--- src/rtl/bcd_entry_ctrl.sv ---
// bcd_entry_ctrl
// Keypad front end for the BCD calculator ALU. Key events build two packed-BCD
// operands and an opcode that drive the combinational ALU directly. The '='
// key captures the ALU result for the display stage. An operator pressed
// after '=' reuses that result as the next first operand.
//
// Optional feature, macro KEY_SYNC_EN:
//   defined   - key_strobe is an asynchronous level that is held high for each
//               press. It passes through a two-flop synchronizer and a
//               rising-edge detector, which gives one event per press and two
//               extra cycles of latency.
//   undefined - key_strobe is a synchronous one-cycle pulse. Every cycle in
//               which it is high counts as one key.
//
// Ports:
//   clk          system clock, rising edge
//   nrst         asynchronous active-low reset
//   key_strobe   key event qualifier
//   key_code     0-9 digit, 10 add, 11 sub, 12 equals, 13 clear, 14-15 reserved
//   alu_result   {carry/sign, BCD digits} from the ALU
//   op1, op2     operands to the ALU (MSB always 0)
//   opcode       3'b001 add, 3'b010 sub, 3'b000 none
//   disp_val     operand being entered, or the latched result
//   result_valid high while in RESULT
//   entry_err    sticky rejected-key flag, cleared by clear/reset
//
// state     | meaning
// ----------+--------------------------------------------------------------
// ST_OP1    | entering first operand
// ST_OP2    | operator chosen, entering second operand
// ST_RESULT | ALU result latched and shown; digit restarts, operator chains
module bcd_entry_ctrl #(
    parameter int NUM_DIGITS = 2,
    localparam int W = 4 * NUM_DIGITS + 1
) (
    input  logic         clk,
    input  logic         nrst,
    input  logic         key_strobe,
    input  logic [3:0]   key_code,
    input  logic [W-1:0] alu_result,
    output logic [W-1:0] op1,
    output logic [W-1:0] op2,
    output logic [2:0]   opcode,
    output logic [W-1:0] disp_val,
    output logic         result_valid,
    output logic         entry_err
);

    localparam int DW = 4 * NUM_DIGITS;
    localparam int CW = $clog2(NUM_DIGITS + 1);
    localparam logic [CW-1:0] CNT_FULL = CW'(NUM_DIGITS);

    typedef enum logic [1:0] {
        ST_OP1    = 2'd0,
        ST_OP2    = 2'd1,
        ST_RESULT = 2'd2
    } state_t;

    state_t          state;
    logic [DW-1:0]   op1_r;
    logic [DW-1:0]   op2_r;
    logic [CW-1:0]   cnt1;
    logic [CW-1:0]   cnt2;
    logic [W-1:0]    result_r;
    logic            key_evt;

`ifdef KEY_SYNC_EN
    logic [2:0] strobe_sync;

    // Bits [1:0] form the synchronizer. Bit 2 holds the previous synchronized
    // level for the edge detector. key_code is assumed stable while the key
    // is held, so it is sampled directly when the edge is detected.
    always_ff @(posedge clk or negedge nrst) begin
        if (!nrst) begin
            strobe_sync <= '0;
        end else begin
            strobe_sync <= {strobe_sync[1:0], key_strobe};
        end
    end

    assign key_evt = strobe_sync[1] & ~strobe_sync[2];
`else
    assign key_evt = key_strobe;
`endif

    logic       is_digit;
    logic       is_op;
    logic [2:0] op_sel;
    logic [DW-1:0] digit_ext;

    assign is_digit  = (key_code < 4'd10);
    assign is_op     = (key_code == 4'd10) || (key_code == 4'd11);
    assign op_sel    = (key_code == 4'd10) ? 3'b001 : 3'b010;
    assign digit_ext = DW'(key_code);

    always_ff @(posedge clk or negedge nrst) begin
        if (!nrst) begin
            state     <= ST_OP1;
            op1_r     <= '0;
            op2_r     <= '0;
            cnt1      <= '0;
            cnt2      <= '0;
            opcode    <= 3'b000;
            result_r  <= '0;
            entry_err <= 1'b0;
        end else if (key_evt) begin
            if (key_code == 4'd13) begin
                state     <= ST_OP1;
                op1_r     <= '0;
                op2_r     <= '0;
                cnt1      <= '0;
                cnt2      <= '0;
                opcode    <= 3'b000;
                result_r  <= '0;
                entry_err <= 1'b0;
            end else if (is_digit) begin
                case (state)
                    ST_OP1: begin
                        if (cnt1 == CNT_FULL) begin
                            entry_err <= 1'b1;
                        end else begin
                            op1_r <= (op1_r << 4) | digit_ext;
                            cnt1  <= cnt1 + 1'b1;
                        end
                    end
                    ST_OP2: begin
                        if (cnt2 == CNT_FULL) begin
                            entry_err <= 1'b1;
                        end else begin
                            op2_r <= (op2_r << 4) | digit_ext;
                            cnt2  <= cnt2 + 1'b1;
                        end
                    end
                    default: begin
                        state  <= ST_OP1;
                        op1_r  <= digit_ext;
                        cnt1   <= CW'(1);
                        op2_r  <= '0;
                        cnt2   <= '0;
                        opcode <= 3'b000;
                    end
                endcase
            end else if (is_op) begin
                case (state)
                    ST_OP1: begin
                        opcode <= op_sel;
                        state  <= ST_OP2;
                        op2_r  <= '0;
                        cnt2   <= '0;
                    end
                    ST_OP2: begin
                        if (cnt2 == '0) begin
                            opcode <= op_sel;
                        end else begin
                            entry_err <= 1'b1;
                        end
                    end
                    default: begin
                        // A set MSB means carry or a ten's-complement negative.
                        // Neither fits an operand, so the key is refused.
                        if (result_r[W-1]) begin
                            entry_err <= 1'b1;
                        end else begin
                            op1_r  <= result_r[DW-1:0];
                            cnt1   <= CNT_FULL;
                            op2_r  <= '0;
                            cnt2   <= '0;
                            opcode <= op_sel;
                            state  <= ST_OP2;
                        end
                    end
                endcase
            end else if (key_code == 4'd12) begin
                if (state == ST_OP2 && opcode != 3'b000) begin
                    result_r <= alu_result;
                    state    <= ST_RESULT;
                end
            end
        end
    end

    assign op1          = {1'b0, op1_r};
    assign op2          = {1'b0, op2_r};
    assign result_valid = (state == ST_RESULT);

    always_comb begin
        disp_val = {1'b0, op1_r};
        case (state)
            ST_OP2: begin
                if (cnt2 != '0) begin
                    disp_val = {1'b0, op2_r};
                end
            end
            ST_RESULT: disp_val = result_r;
            default:   disp_val = {1'b0, op1_r};
        endcase
    end

endmodule

--- config.mk ---
export PLATFORM = sky130hd
export DESIGN_NAME = bcd_entry_ctrl
export DESIGN_NICKNAME = d
export VERILOG_FILES = /design/src/rtl/bcd_entry_ctrl.sv
export SDC_FILE = /design/constraint.sdc
export NUM_CORES = 1
export LEC_CHECK = 0
export ABC_AREA = 1
export CAP_MARGIN = 20
export CORE_MARGIN = 2
export CORE_UTILIZATION = 50
export CTS_CLUSTER_SIZE = 16
export DETAILED_ROUTE_END_ITERATION = 8
export GPL_ROUTABILITY_DRIVEN = 0
export PLACE_DENSITY_LB_ADDON = 0.05
export SLEW_MARGIN = 20
export SYNTH_ARGS = -nofsm -noshare
export SYNTH_HDL_FRONTEND = slang
export SYNTH_SLANG_ARGS = --single-unit
--- constraint.sdc ---
create_clock -name clk -period 3.6 [get_ports clk]
set_clock_uncertainty 0.05 [all_clocks]
set_input_delay 0.72 -clock clk [delete_from_list [all_inputs] [get_ports clk]]
set_output_delay 0.72 -clock clk [all_outputs]
set_load 0.005 [all_outputs]
==> run metrics, run 1 <==
status finished, final reports clean; cell count after synthesis 310; clk sinks 34; #FFs+latches synth 34; vias in the first global route 1935; internal reg-to-reg setup slack 1340 ps; Synth-to-Final Area Change 27.18%; EDFF count, synth 0; Max Freq 302.1 MHz; met2 usage 36.54%; worst-path maximum fanout 10; postcts setup bufs 0; post-synthesis xor/xnor area fraction 0%; Mapped Avg Cell Area 6.861 um^2; CP Capture Type output port; Non-Filler Instances 406; endpoints failing hold 0; Die H 69.23 um; Most used DFF post-synth dfrtp_1; CP max-delay cell clkdlybuf4s50_1; Simple-Gate Fraction of Synth Area 34.82%; Synth cell types 24; Setup-failing EPs final 0; Nets 377; hold crit path type flop to flop; Initial Util 52.42%; crit path DAT 2540 ps; CP startpoint state[1]; clock slew at reported path FFs 70 ps; GRT Max-Usage Layer met2; RSZ-0062 raised after global routing false; most common cell in the synthesized netlist nand2_1; core area 4058 um^2; r2r endpoint op2_r[6]; setup_tns 0 ps; GR Util met3 4.797%; total number of yosys warnings 0; Hold Crit Depth 2; post-synth top area cell dfrtp_1; Die X 69.23 um; CP Class flop to output port; Max stage delay on crit path 520 ps; Largest delay share family, worst path buffers and inverters; PwrDens 536.8 nW/um^2; worst path buffer plus inverter count 4; crit-path cells inv_1 > ha_1 > inv_1 > nor2_2 > inv_1 > o22ai_1 > nand2_1 > o21ai_0 > clkdlybuf4s50_1; maxcap violations 0; slew margin rel. 53.14%; FP Rows 23; latest clock arrival within the worst-skew pair 290 ps; largest family of logic cells by synthesized area simple AND/OR/NAND/NOR gates; minimum clock period 3310 ps; Synth top cells by count 107 x nand2_1, 34 x dfrtp_1, 34 x inv_1; WHS Endpoint entry_err; final core occ 66.67%; total chip power 1.452 mW; Worst Tran Pin Value 699.1 ps; vias 2163; mux cell area share after synthesis 0%; detailed placer's ending HPWL 4.194 mm; CTS root buf clkbuf_8; number of antenna repair diodes 0; Yosys top cell area share 40.00%; global-route wire length before repair 9.246 mm; Slew Viols, Final 0; final WL 5.536 mm; Inst Count DP 398; initial antenna violation count 0; largest net degree at the start of global routing 35; Total GRT Usage 23.94%; TritonCTS buffer count 5; Worst VDD drop 274.9 uV; Post-Syn Area 2127 um^2; DRC violations left 0; Worst Path Required 2830 ps; die area 4792 um^2; Lkg Pwr 1.354 nW; 1st-iter DRT viols 192; Fill cells 393; crit share post-route 91.96%; average wire per standard cell 13.64 um; ys async rst share 100.0%; met1 GRT Util 33.36%; adder-cell share of the synthesized area 3.529%; CTS tree built; Top-Level Pins 48; sequential cell area fraction in the yosys report 40.00%; GR Overflow Total 0; crit start category flop; crit-path most repeated cell inv_1; Max H-tree Level 2; Worst Hold Launch entry_err; post-route ant nets 0; worst reg2reg path startpoint state[1]; DR vias/cell 5.328; Synth Area in Compound Gates 10.71%; Port Buf Inserts 44; worst r2r path cells 8; layout cells sized above 1 8.146%; drt first pass iters 4; synth top area cells dfrtp_1 40%, nand2_1 19%, nand3_1 7.5%; Max clock buf depth 2
==> timing repair <==
action	in CTS	in global routing
hold buffers	0	0
gates resized for setup	0	1
setup endpoints to repair	0	2
==> how the worst max path moves through the flow <==
stage	to	slack, ps	depth (start not counted)
finish	disp_val[2]	290	9
global route	disp_val[2]	100	9
CTS	disp_val[2]	170	9
detailed placement	disp_val[2]	510	9
global placement	disp_val[2]	620	9
floorplan	disp_val[1]	1380	9
==> cell usage in the layout (no fill, tap or decap), types with 4 or more instances in the layout <==
| cell type | count |
|---|---|
| dfrtp_1 | 34 |
| inv_1 | 34 |
| o21ai_0 | 24 |
| nand3_1 | 32 |
| clkdlybuf4s50_1 | 44 |
| buf_4 | 4 |
| a21oi_1 | 5 |
| ha_1 | 6 |
| o21ai_1 | 4 |
| nor2_1 | 18 |
| clkbuf_8 | 8 |
| o22ai_1 | 10 |
| inv_2 | 7 |
| nand2_1 | 107 |
| nand2_2 | 5 |
==> cell type report <==
cell class,instances,area [um^2],area share [%]
clock buffers,8,110.1,4.070
inverters,41,153.9,5.689
multi-input cells,225,1057,39.08
flip-flops and latches,34,850.8,31.45
well taps,50,62.56,2.313
repair buffers,48,470.5,17.39
==> sequential cells by signal (all words and copies together), names as in the netlist <==
signal     cells
op1_r          8
opcode         2
cnt2           2
result_r       9
state          2
entry_err      1
op2_r          8
cnt1           2
==> report_power, final <==
group	leakage, nW	internal (mW)	switching, mW
logic	0.848	0.284	0.298
clock network	0.0575	0.193	0.137
registers	0.448	0.470	0.0687
==> tightest hold or removal path: cells and delay by family, from the launching register on <==
family	cells	cell delay, ps
flip-flops	1	340
AND/OR/NAND/NOR	2	90
==> layer usage <==
metal  routed length (um)  vias up
met1                 2499     1000
met3                  311       12
met4                  131        0
met2                 2594       80
li1                     -     1071
met5                    0        -
==> cell families after synthesis <==
logic type               count (synthesis)
other                                    1
flip-flops                              34
AO/OA/AOI/OAI                           43
adder cells (fa/ha/maj)                  6
buffers and inverters                   53
AND/OR/NAND/NOR                        173
==> per-stage QoR <==
stage / area (um^2) / hold WS (ps) / worst slack [ps]
2_1_floorplan: 2135 / 374.4 / 1376
3_3_place_gp: 2592 / 409.3 / 623.3
3_5_place_dp: 2592 / 408.5 / 510.1
4_1_cts: 2703 / 424.7 / 168.2
5_1_grt: 2705 / 439.4 / 102.0
6_report: 2705 / 418.2 / 289.5
Power figures use the tool's default switching activity.
==> inputs of run 2 (changes only) <==
CTS_CLUSTER_DIAMETER = 80   (was unset)
==> results of run 2 <==
Final layout, timing and power as in run 1 (identical DEF).
